File: src/rtl/teststruct_seq.sv
// teststruct_seq: Wishbone-controlled sweep sequencer for the on-die test structures.
// Selects each structure in [FIRST, LAST], holds it for a settle time, strobes the
// sample pad for a hold time, then breaks before making the next select.
// Optional feature macro: TSSEQ_LOOP_EN (continuous sweeps via CTRL.LOOP).
module teststruct_seq #(
  parameter int unsigned N_DUT   = 16,
  parameter int unsigned DWELL_W = 16
) (
  input  logic               wb_clk_i,
  input  logic               wb_rst_n_i,
  input  logic               wbs_cyc_i,
  input  logic               wbs_stb_i,
  input  logic               wbs_we_i,
  input  logic [3:0]         wbs_sel_i,
  input  logic [31:0]        wbs_adr_i,
  input  logic [31:0]        wbs_dat_i,
  output logic               wbs_ack_o,
  output logic [31:0]        wbs_dat_o,
  output logic [N_DUT-1:0]   dut_sel_o,
  output logic               dut_en_o,
  output logic               sample_o,
  output logic               irq_o
);

  localparam int unsigned IW = (N_DUT > 1) ? $clog2(N_DUT) : 1;
  localparam logic [IW-1:0] IDX_MAX = IW'(N_DUT - 1);

  typedef enum logic [2:0] {
    S_IDLE, S_SELECT, S_SETTLE, S_SAMPLE, S_NEXT, S_DONE
  } state_t;

  state_t               state;
  logic [IW-1:0]        idx;
  logic [DWELL_W-1:0]   cnt;
  logic [IW-1:0]        first_q, last_q;
  logic [DWELL_W-1:0]   dwell_q, hold_q;
  logic                 loop_q;
  logic                 err_q;
  logic [15:0]          sweeps_q;

  logic                 acc_c, wr_c, wr_ctrl_c, start_c, abort_c;
  logic [1:0]           reg_c;
  logic [IW-1:0]        first_nxt_c, last_nxt_c;
  logic [31:0]          be_full_c;
  logic [DWELL_W-1:0]   be_mask_c, dwell_eff_c, hold_eff_c;
  logic [31:0]          rdata_c;
  logic                 unused_bits_c;

  function automatic logic [IW-1:0] clamp_idx(input logic [3:0] v);
    if (32'(v) >= N_DUT) clamp_idx = IDX_MAX;
    else                 clamp_idx = IW'(v);
  endfunction

  function automatic logic [N_DUT-1:0] onehot(input logic [IW-1:0] i);
    onehot = {{(N_DUT-1){1'b0}}, 1'b1} << i;
  endfunction

  // Bus decode: a transaction is taken when cyc&stb are high outside the ack cycle
  assign acc_c     = wbs_cyc_i & wbs_stb_i & ~wbs_ack_o;
  assign wr_c      = acc_c & wbs_we_i;
  assign reg_c     = wbs_adr_i[3:2];
  assign wr_ctrl_c = wr_c & (reg_c == 2'd0);
  assign start_c   = wr_ctrl_c & wbs_sel_i[0] & wbs_dat_i[0];
  assign abort_c   = wr_ctrl_c & wbs_sel_i[0] & wbs_dat_i[1];
  assign be_full_c = {{8{wbs_sel_i[3]}}, {8{wbs_sel_i[2]}}, {8{wbs_sel_i[1]}}, {8{wbs_sel_i[0]}}};
  assign be_mask_c = be_full_c[DWELL_W-1:0];
  assign dwell_eff_c = (dwell_q == '0) ? DWELL_W'(1) : dwell_q;
  assign hold_eff_c  = (hold_q  == '0) ? DWELL_W'(1) : hold_q;
  // FIRST/LAST written together with START are used by that START
  assign first_nxt_c = (wr_ctrl_c && wbs_sel_i[1]) ? clamp_idx(wbs_dat_i[11:8])  : first_q;
  assign last_nxt_c  = (wr_ctrl_c && wbs_sel_i[1]) ? clamp_idx(wbs_dat_i[15:12]) : last_q;
  assign unused_bits_c = ^{wbs_adr_i[31:4], wbs_adr_i[1:0], wbs_dat_i};

  // Register read mux; reserved bits and write-pulse bits read 0
  always_comb begin
    rdata_c = '0;
    case (reg_c)
      2'd0: begin
        rdata_c[2]     = loop_q;
        rdata_c[11:8]  = 4'(first_q);
        rdata_c[15:12] = 4'(last_q);
      end
      2'd1: rdata_c[DWELL_W-1:0] = dwell_q;
      2'd2: begin
        rdata_c[0]     = (state != S_IDLE);
        rdata_c[1]     = err_q;
        rdata_c[7:4]   = 4'(idx);
        rdata_c[31:16] = sweeps_q;
      end
      default: rdata_c[DWELL_W-1:0] = hold_q;
    endcase
  end

  // Wishbone slave: single-cycle ack, config registers with byte enables
  always_ff @(posedge wb_clk_i) begin
    if (!wb_rst_n_i) begin
      wbs_ack_o <= 1'b0;
      wbs_dat_o <= '0;
      first_q   <= '0;
      last_q    <= '0;
      loop_q    <= 1'b0;
      dwell_q   <= DWELL_W'(1);
      hold_q    <= DWELL_W'(1);
    end else begin
      wbs_ack_o <= acc_c;
      wbs_dat_o <= (acc_c && !wbs_we_i) ? rdata_c : '0;
      first_q   <= first_nxt_c;
      last_q    <= last_nxt_c;
`ifdef TSSEQ_LOOP_EN
      if (wr_ctrl_c && wbs_sel_i[0]) loop_q <= wbs_dat_i[2];
`endif
      if (wr_c && reg_c == 2'd1)
        dwell_q <= (dwell_q & ~be_mask_c) | (wbs_dat_i[DWELL_W-1:0] & be_mask_c);
      if (wr_c && reg_c == 2'd3)
        hold_q  <= (hold_q & ~be_mask_c) | (wbs_dat_i[DWELL_W-1:0] & be_mask_c);
    end
  end

  // Sweep FSM; outputs are registered to reflect the state being entered
  always_ff @(posedge wb_clk_i) begin
    if (!wb_rst_n_i) begin
      state     <= S_IDLE;
      idx       <= '0;
      cnt       <= '0;
      err_q     <= 1'b0;
      sweeps_q  <= '0;
      dut_sel_o <= '0;
      dut_en_o  <= 1'b0;
      sample_o  <= 1'b0;
      irq_o     <= 1'b0;
    end else begin
      irq_o <= 1'b0;
      if (abort_c) begin
        state     <= S_IDLE;
        dut_sel_o <= '0;
        dut_en_o  <= 1'b0;
        sample_o  <= 1'b0;
      end else begin
        case (state)
          S_IDLE: begin
            if (start_c) begin
              if (first_nxt_c <= last_nxt_c) begin
                state     <= S_SELECT;
                idx       <= first_nxt_c;
                err_q     <= 1'b0;
                dut_sel_o <= onehot(first_nxt_c);
                dut_en_o  <= 1'b1;
              end else begin
                err_q <= 1'b1;
              end
            end
          end
          S_SELECT: begin
            state <= S_SETTLE;
            cnt   <= dwell_eff_c;
          end
          S_SETTLE: begin
            if (cnt <= DWELL_W'(1)) begin
              state    <= S_SAMPLE;
              cnt      <= hold_eff_c;
              sample_o <= 1'b1;
            end else begin
              cnt <= cnt - DWELL_W'(1);
            end
          end
          S_SAMPLE: begin
            if (cnt <= DWELL_W'(1)) begin
              state     <= S_NEXT;
              dut_sel_o <= '0;
              dut_en_o  <= 1'b0;
              sample_o  <= 1'b0;
            end else begin
              cnt <= cnt - DWELL_W'(1);
            end
          end
          S_NEXT: begin
            if (idx < last_q) begin
              state     <= S_SELECT;
              idx       <= idx + IW'(1);
              dut_sel_o <= onehot(idx + IW'(1));
              dut_en_o  <= 1'b1;
            end else begin
              state    <= S_DONE;
              irq_o    <= 1'b1;
              sweeps_q <= sweeps_q + 16'd1;
            end
          end
          S_DONE: begin
            if (loop_q) begin
              state     <= S_SELECT;
              idx       <= first_q;
              dut_sel_o <= onehot(first_q);
              dut_en_o  <= 1'b1;
            end else begin
              state <= S_IDLE;
            end
          end
          default: state <= S_IDLE;
        endcase
      end
    end
  end

endmodule

File: config.mk
export PLATFORM = sky130hd
export DESIGN_NAME = teststruct_seq
export DESIGN_NICKNAME = d
export VERILOG_FILES = /design/src/rtl/teststruct_seq.sv
export SDC_FILE = /design/constraint.sdc
export NUM_CORES = 1
export LEC_CHECK = 0
export BUFFER_PORTS_ARGS = -buffer_cell sky130_fd_sc_hd__clkbuf_2
export CELL_PAD_IN_SITES_DETAIL_PLACEMENT = 1
export CELL_PAD_IN_SITES_GLOBAL_PLACEMENT = 1
export CORE_AREA = 2 2 129 131
export CTS_CLUSTER_DIAMETER = 60
export DETAILED_ROUTE_END_ITERATION = 8
export DIE_AREA = 0 0 131 133
export PLACE_DENSITY = 0.83
export SETUP_SLACK_MARGIN = 0.05
export SLEW_MARGIN = 20
export SYNTH_ARGS = -nofsm -noshare
export SYNTH_HDL_FRONTEND = slang
export SYNTH_SLANG_ARGS = --single-unit
File: constraint.sdc
create_clock -name wb_clk_i -period 3.28 [get_ports wb_clk_i]
set_input_delay 0.328 -clock wb_clk_i [delete_from_list [all_inputs] [get_ports wb_clk_i]]
set_output_delay 0.328 -clock wb_clk_i [all_outputs]
set_load 0.01 [all_outputs]
==> out/qor.txt <==
status: finished, final reports clean
top sig layer: met4
# Max-Cap Violations: 0
HP Class: input port to register
worst path required time: 3.66 ns
post-route minimum period: 2.94 ns
clock-pin slew on the worst setup and hold paths: 0.06 ns
synthesis-to-finish area growth: 20.6%
vias: 5123
DRT antenna net count: 0
GR Util All Layers: 21.0%
Worst Path Class, Setup: register to register
CTS Buf Count: 17
worst-skew pair later-pin latency: 0.43 ns
final worst slack: 0.337 ns
Design Area, Final: 7080 sq um
clk sink count: 132
Syn Area/Cell: 9.09 sq um
proportion of power drawn by combinational gates: 26.5%
vias per cell: 5.34
largest area contributor in the netlist: dfxtp_1
PortBufs: 76
worst flop-to-flop path startpoint: wbs_ack_o
sequential area share after synthesis: 45.0%
reg2reg path depth: 11
Tightest Pin Transition: 0.964 ns
Critical Path Sink Type: register
DP Wirelength: 12700 microns
final WL: 17600 microns
final slew viol count: 0
largest net degree at the start of global routing: 44
CTS tree: built
initial antenna violation count: 0
CORE AREA: 16200 sq um
Hold Path Origin: wbs_dat_i[2]
top cell type's share of synthesized area: 45.0%
Ports: 125
Hold Path Depth: 3
leakage: 0.00303 uW
normalized max-slew margin: 35.2%
Sw Pwr: 1640 uW
Post-DP Area: 6530 sq um
Die Area: 17400 sq um
DR DRC count: 0
GRT overflow: 0
Post-synth EDFFs: 0
syn_nets: 730
CTS Root Cell: clkbuf_16
post-layout net count: 811
RSZ-0062 raised after global routing: false
highest clock rate: 340 MHz
Initial Utilization: 36.3%
mean routed wirelength per cell: 18.3 microns
Post-CTS Setup Inserts: 0
die width: 131 microns
initial DRC count: 274
ANT cells: 0
dpl ws: -0.0379 ns
Final Cycle Share: 89.7%
cts hold-fix bufs: 0
setup violators final: 0
ratio of cells with drive above 1 in the final layout: 20.8%
synthesized cell area: 5870 sq um
sequential power share: 37.3%
internal power: 3120 uW
first-pass detailed-route iteration total: 4
Power, Total: 4760 uW
Switching Share: 34.5%
clock network fraction of total power: 36.3%
first-pass GRT wire length: 28000 microns
Yosys cell types: 59
Critical Path AT: 3.32 ns
PwrDens: 672 nW/um^2
Syn. warnings: 0
Max Clock Skew: 0.0114 ns
Die Y: 133 microns
#FFs+latches synth: 132
Peak VDD IR: 0.423 mV
top post-synthesis cells by count: dfxtp_1 (132), nor2_1 (96), mux2i_1 (55)
most frequent cell after synthesis: dfxtp_1
Primary FF master, synth: dfxtp_1
CTS Buffer Depth: 2
met2 WL post-DR: 8140 microns
Rows: 47
GP Congestion: 0.856
Async S/R FF share, synth: 0%
vias in the first global route: 5242
met3 routed WL: 1030 microns
fillcell total: 1908
Final Hold Vio Count: 0
dominant cells by area after synthesis: dfxtp_1 (45%), mux2i_1 (9.4%), nor2_1 (6.1%), a21oi_1 (2.6%), o21ai_0 (2.5%)
Metal-1 WL: 8070 microns
crit path launch type: register
H-Tree Depth: 4
reg2reg setup slack: 0.34 ns
Crit Reg-Reg Endpoint: dut_sel_o[14]
Crit Path Max Fanout: 7
Syn Inst Count: 646
[what timing repair did]
action	4_1_cts	5_1_grt
gates resized for setup	1	3
setup endpoints to repair	6	13
pin swaps	0	0
[metal layers]
layer	track usage, %	vias to the layer above
li1	-	2475
met1	27.8	2484
met2	32.9	129
met3	4.57	35
met4	8.98	0
met5	0	-
[power groups by stage]
stage | combinational [uW] | sequential [uW] | clock [uW]
6_report | 1260 | 1770 | 1730
5_1_grt | 1390 | 1790 | 1840
4_1_cts | 1250 | 1770 | 1770
3_5_place_dp | 1230 | 1800 | 0
3_3_place_gp | 1200 | 1800 | 0
2_1_floorplan | 961 | 1780 | 0
[worst max path at each step]
stage	to	from
after floorplan	dut_sel_o[14]	wbs_ack_o
after global placement	dut_sel_o[3]	wbs_cyc_i
after detailed placement	dut_sel_o[0]	wbs_cyc_i
after CTS	dut_sel_o[14]	wbs_ack_o
after global routing	dut_sel_o[7]	wbs_ack_o
final	dut_sel_o[14]	wbs_ack_o
[cell usage in the layout, fill, tap and decap left out, types with 11 or more instances in the layout]
cell type	count
clkbuf_16	17
nand2_1	30
buf_4	19
dfxtp_1	132
clkbuf_2	76
and2_1	22
a21oi_1	30
inv_1	18
nor2_1	96
nor4_1	15
ha_1	11
nor3_1	14
o21ai_0	29
xnor2_1	13
mux2i_1	55
nand3_1	21
[area by class of cell]
type	instances	area, sq um	area share, %
Clock buffer	18	429	6.06
Clock inverter	14	108	1.52
Inverter	19	71.3	1.01
Multi-Input combinational cell	462	3040	42.8
Sequential cell	132	2640	37.3
Tap cell	220	275	3.89
Timing Repair Buffer	95	523	7.38
[per-stage QoR]
step	hold WS [ns]	utilization, %	setup TNS, ns	cells
after global routing	0.182	43.8	0	960
after CTS	0.149	43.7	0	960
after floorplan	0.437	-	0	646
after global placement	0.447	40.4	0	928
after detailed placement	0.448	40.4	-0.193	928
final	0.157	43.8	0	960
[worst max-delay path, cell delays in order (launching register included)]
cell and delay (ns):
dfxtp_1 0.34, and4b_1 0.22, nand3_1 0.14, buf_4 0.20, mux2i_1 0.30, inv_1 0.08, ha_1 0.31, a21oi_1 0.20
a21oi_2 0.15, a211o_1 0.42, nor3_2 0.33, a22o_1 0.20
[kinds of logic after synthesis]
group	synth area share [%]
compound gates	13.9
xor+xnor	2.98
fa+ha+maj	2.34
buf+inv	3.64
flops	45.0
mux	11.3
simple gates	20.9
No activity file was read; power rests on OpenSTA's default activity.
